[config.mk]
export PLATFORM = sky130hd
export DESIGN_NAME = mode2_sub_pipe
export DESIGN_NICKNAME = d
export VERILOG_FILES = /design/src/rtl/mode2_sub_pipe.sv
export SDC_FILE = /design/constraint.sdc
export NUM_CORES = 1
export LEC_CHECK = 0
export CORE_MARGIN = 1.5
export CORE_UTILIZATION = 30
export DETAILED_ROUTE_END_ITERATION = 8
export PLACE_DENSITY_LB_ADDON = 0.05
export SYNTH_ARGS = -nofsm -noshare
export SYNTH_HDL_FRONTEND = slang
export SYNTH_SLANG_ARGS = --single-unit
[constraint.sdc]
create_clock -name clk -period 7.3 [get_ports clk]
set_input_delay 1.46 -clock clk [delete_from_list [all_inputs] [get_ports clk]]
set_output_delay 1.46 -clock clk [all_outputs]
set_load 0.03 [all_outputs]
[src/rtl/mode2_sub_pipe.sv]
// Softmax mode-2 subtract stage: out lane = sat(a lane - row max), two-stage valid/ready pipeline.
// Optional sticky per-lane saturation flags are built only when MODE2_SUB_SAT_FLAGS_EN is defined.
module mode2_sub_pipe #(
  parameter int DATA_WIDTH = 16,
  parameter int NUM_LANES  = 4
) (
  input  logic                            clk,
  input  logic                            rst_n,
  input  logic                            b_load,
  input  logic [DATA_WIDTH-1:0]           b_in,
  input  logic                            a_valid,
  output logic                            a_ready,
  input  logic [NUM_LANES*DATA_WIDTH-1:0] a_data,
  input  logic                            a_last,
  output logic                            out_valid,
  input  logic                            out_ready,
  output logic [NUM_LANES*DATA_WIDTH-1:0] out_data,
  output logic                            out_last,
  output logic [NUM_LANES-1:0]            sat_flags,
  input  logic                            sat_clr
);

  localparam int W = DATA_WIDTH;

  logic [W-1:0]             b_reg;
  logic                     s1_valid, s1_last;
  logic [NUM_LANES*W-1:0]   s1_data;
  logic [W-1:0]             s1_b;
  logic                     s2_valid, s2_last;
  logic [NUM_LANES*W-1:0]   s2_data;
  logic [NUM_LANES*W-1:0]   res;
  logic [NUM_LANES-1:0]     lane_sat;
  logic [W:0]               diff;
  logic                     s2_adv;
  logic                     accept;

  assign s2_adv  = !s2_valid || out_ready;
  assign a_ready = !s1_valid || s2_adv;
  assign accept  = a_valid && a_ready;

  always_ff @(posedge clk or negedge rst_n) begin
    if (!rst_n)      b_reg <= '0;
    else if (b_load) b_reg <= b_in;
  end

  // S1 snapshots b_reg so later b_load writes never reach beats already in flight.
  always_ff @(posedge clk or negedge rst_n) begin
    if (!rst_n) begin
      s1_valid <= 1'b0;
      s1_last  <= 1'b0;
      s1_data  <= '0;
      s1_b     <= '0;
    end else if (a_ready) begin
      s1_valid <= a_valid;
      if (accept) begin
        s1_data <= a_data;
        s1_last <= a_last;
        s1_b    <= b_reg;
      end
    end
  end

  // Overflow of the W+1-bit difference shows as disagreeing top two bits.
  always_comb begin
    res      = '0;
    lane_sat = '0;
    diff     = '0;
    for (int unsigned i = 0; i < NUM_LANES; i++) begin
      diff = {s1_data[i*W+W-1], s1_data[i*W +: W]} - {s1_b[W-1], s1_b};
      if (diff[W] != diff[W-1]) begin
        lane_sat[i]    = 1'b1;
        res[i*W +: W]  = diff[W] ? {1'b1, {(W-1){1'b0}}} : {1'b0, {(W-1){1'b1}}};
      end else begin
        res[i*W +: W]  = diff[W-1:0];
      end
    end
  end

  always_ff @(posedge clk or negedge rst_n) begin
    if (!rst_n) begin
      s2_valid <= 1'b0;
      s2_last  <= 1'b0;
      s2_data  <= '0;
    end else if (s2_adv) begin
      s2_valid <= s1_valid;
      if (s1_valid) begin
        s2_data <= res;
        s2_last <= s1_last;
      end
    end
  end

  assign out_valid = s2_valid;
  assign out_data  = s2_data;
  assign out_last  = s2_last;

`ifdef MODE2_SUB_SAT_FLAGS_EN
  logic [NUM_LANES-1:0] flags;

  // Set wins over a coincident clear.
  always_ff @(posedge clk or negedge rst_n) begin
    if (!rst_n) flags <= '0;
    else        flags <= (sat_clr ? '0 : flags) | ((s2_adv && s1_valid) ? lane_sat : '0);
  end

  assign sat_flags = flags;
`else
  logic unused_sat;
  assign unused_sat = ^{sat_clr, lane_sat};
  assign sat_flags  = '0;
`endif

endmodule
==> flow_metrics.py <==
metrics = {
    "outcome": {
        "status": "finished, final reports clean",
    },
    "synthesis": {
        "netlist_area_um2": 9570,
        "synth-warning-count": 0,
        "syn_area_per_cell_um2": 10.1,
        "yosysSeqAreaShare_pct": 42.9,
        "synth_adder_area_share_pct": 9.20,
        "synth-edff-count": 0,
        "syn_inst": 946,
        "synth_compound_area_share_pct": 17.1,
        "synthArstFlopShare_pct": 100,
        "synth_ff_type": "dfrtp_1",
        "ys_ff_latch": 164,
        "synth-simple-area-share_pct": 11.1,
        "synth_top_family_by_area": "compound AO/OA/AOI/OAI gates",
        "ys_types": 63,
        "synth-xor-area-share_pct": 4.46,
        "synthMuxAreaShare_pct": 11.6,
    },
    "power_and_ir_drop": {
        "swShare_pct": 43.4,
        "pwr-share-comb_pct": 52.4,
        "internal_power_mw": 2.64,
        "vdd_ir_drop_max_mv": 0.165,
        "switching_power_mw": 2.02,
        "p_clk_share_pct": 19.3,
        "seq_power_share_pct": 28.4,
        "power.total_mw": 4.66,
        "p_per_area_nw_per_um2": 387,
        "leakagePower_nw": 5.15,
    },
    "critical_path": {
        "cp-end-kind": "output port",
        "slowest_delay_ns": 0.70,
        "crit_type": "in2out",
        "crit_chain": "clkdlybuf4s50_1 > nand3b_1 > clkdlybuf4s50_1",
        "cp.arrival_ns": 2.81,
        "cpMostUsedCell": "clkdlybuf4s50_1",
        "crit_buf_inv": 2,
        "crit_fanout": 3,
        "crit_family": "buffers and inverters",
        "cp.required_ns": 5.84,
        "cp-start-kind": "primary input",
        "cp_slowest_cell": "clkdlybuf4s50_1",
    },
    "timing": {
        "setup_viol": 0,
        "worstMarginPinSlew_ns": 1.13,
        "setup-tns-final_ns": 0,
        "hold_viol": 0,
        "fmax_mhz": 234,
        "slew_violations": 0,
        "slew_headroom_pct": 23.7,
        "fin_crit_ns": 4.27,
        "finalCritPeriodShare_pct": 58.5,
        "rsz0062_at_grt": "false",
        "clock_skew_ns": 0.0161,
    },
    "floorplan": {
        "core_um2": 31500,
        "dieArea_um2": 33000,
        "die_height_um": 182,
        "boundaryPins": 158,
        "die_x_um": 182,
        "initial_utilization_pct": 30.4,
        "fp-row-count": 65,
    },
    "finish": {
        "drive_gt1_share_pct": 13.7,
        "layout_common_cells": "dfrtp_1, clkdlybuf4s50_1, mux2_2",
        "syn_to_final_growth_pct": 25.9,
        "fin_nets": 1236,
        "final_common_cell": "dfrtp_1",
    },
    "detailed_routing": {
        "drc": 0,
        "totalWireLength_mm": 26.6,
        "num_vias": 7180,
        "postRouteAntennaNets": 0,
        "drt-vias-per-instance": 4.80,
        "first_iter_violations": 372,
        "drtPass1Iterations": 4,
        "wl_per_cell_um": 17.8,
    },
    "global_route": {
        "grt_usage_pct": 16.6,
        "antenna_found_initial": 1,
        "grt_max_degree": 100,
        "grt_pass1_wl_mm": 41.7,
        "grt_overflow": 0,
        "grt_pass1_vias": 6981,
    },
    "clock_tree": {
        "clock_path_buffers": 2,
        "cts_buffers": 17,
        "ctsHoldBuffers": 0,
        "postCtsSetupBuffers": 0,
        "insertion_delay_ns": 0.43,
        "cts.repair.resized": 0,
        "clock_sinks": 164,
        "cts.clk_slew.worst_paths_ns": 0.07,
        "cts_max_level": 4,
        "clock-root-buffer": "clkbuf_16",
        "cts_tree": "built",
    },
    "placement": {
        "place_congestion": 0.804,
        "port_buffers": 152,
        "hpwlAfterDp_mm": 19.3,
    },
    "job": {
        "maxCapViolCount": 0,
    },
    "min_path": {
        "hp-class": "reg2reg",
    },
}
-- synthesized netlist by cell type, types with 14 or more instances --
master    count  share of area [%]
o21a_1       14                1.1
a21oi_1      74                3.9
xnor2_1      32                2.9
nor2_1       50                2.0
o31ai_1      25                2.0
nand3_1      16               0.84
nand2_1      86                3.4
dfrtp_1     164                 43
inv_1        37                1.5
o21ai_1      20                1.0
clkbuf_1     26                1.0
o21ai_0      57                3.0
a21o_1       19                1.5
ha_1         64                8.4
mux2_2       97                 11
-- metal layers --
layer / up-vias / track usage (%) / routed length (µm)
li1: 3684 / - / -
met1: 3370 / 24.7 / 13900
met2: 119 / 25.3 / 11600
met3: 7 / 3.09 / 1020
met4: 0 / 2.80 / 119
met5: - / 0 / 0
-- through the flow --
stage	cells	instance area (µm²)	utilization (%)	setup slack (ns)	hold slack, ns
global placement	1464	11500	36.4	3.03	0.456
detailed placement	1464	11500	36.4	3.03	0.455
CTS	1496	12000	38.3	3.02	0.473
finish	1497	12000	38.3	3.03	0.468
global route	1496	12000	38.3	2.87	0.500
floorplan	949	9580	-	4.03	0.433
-- cell type report --
cell class / instances / area, µm²
inverter: 37 / 139
antenna: 1 / 2.50
clock inverter: 15 / 158
timing repair buffer: 157 / 1560
clock buffer: 17 / 425
fill: 3172 / 19400
sequential: 164 / 4100
tap: 402 / 503
multi-input combinational: 704 / 5160
-- tightest hold or removal path, cell delays in order (launching register included) --
cell,delay [ns]
dfrtp_1,0.34
nand2_1,0.05
nand2_1,0.04
-- kinds of logic (layout without fill, tap and decap cells) --
| family | after synthesis | after routing |
|---|---|---|
| AND/OR/NAND/NOR | 225 | 225 |
| flip-flops | 164 | 164 |
| XOR/XNOR | 47 | 47 |
| AO/OA/AOI/OAI | 261 | 261 |
| other | 1 | 5 |
| adder cells (fa/ha/maj) | 68 | 68 |
| multiplexers | 99 | 99 |
| buffers and inverters | 81 | 226 |
-- final timing paths --
path / startpoint / end / slack [ns] / cells after the start
max: out_ready / a_ready / 3.03 / 3
min: s1_last / out_last / 0.47 / 2
max reg2reg: s1_b[0] / out_data[32] / 3.23 / 11
min reg2reg: s1_last / out_last / 0.47 / 2
max in group asynchronous: rst_n / out_data[62] / 4.64 / 2
min in group asynchronous: rst_n / out_data[12] / 1.15 / 1
-- power by group through the flow --
stage | sequential (mW) | combinational [mW] | clock, mW
after detailed placement | 1.35 | 2.46 | 0
after floorplan | 1.66 | 1.31 | 0
final | 1.32 | 2.44 | 0.897
after global routing | 1.36 | 2.69 | 0.962
after global placement | 1.35 | 2.46 | 0
after CTS | 1.33 | 2.47 | 0.933
Note: power is estimated with default switching activity, not from simulation.
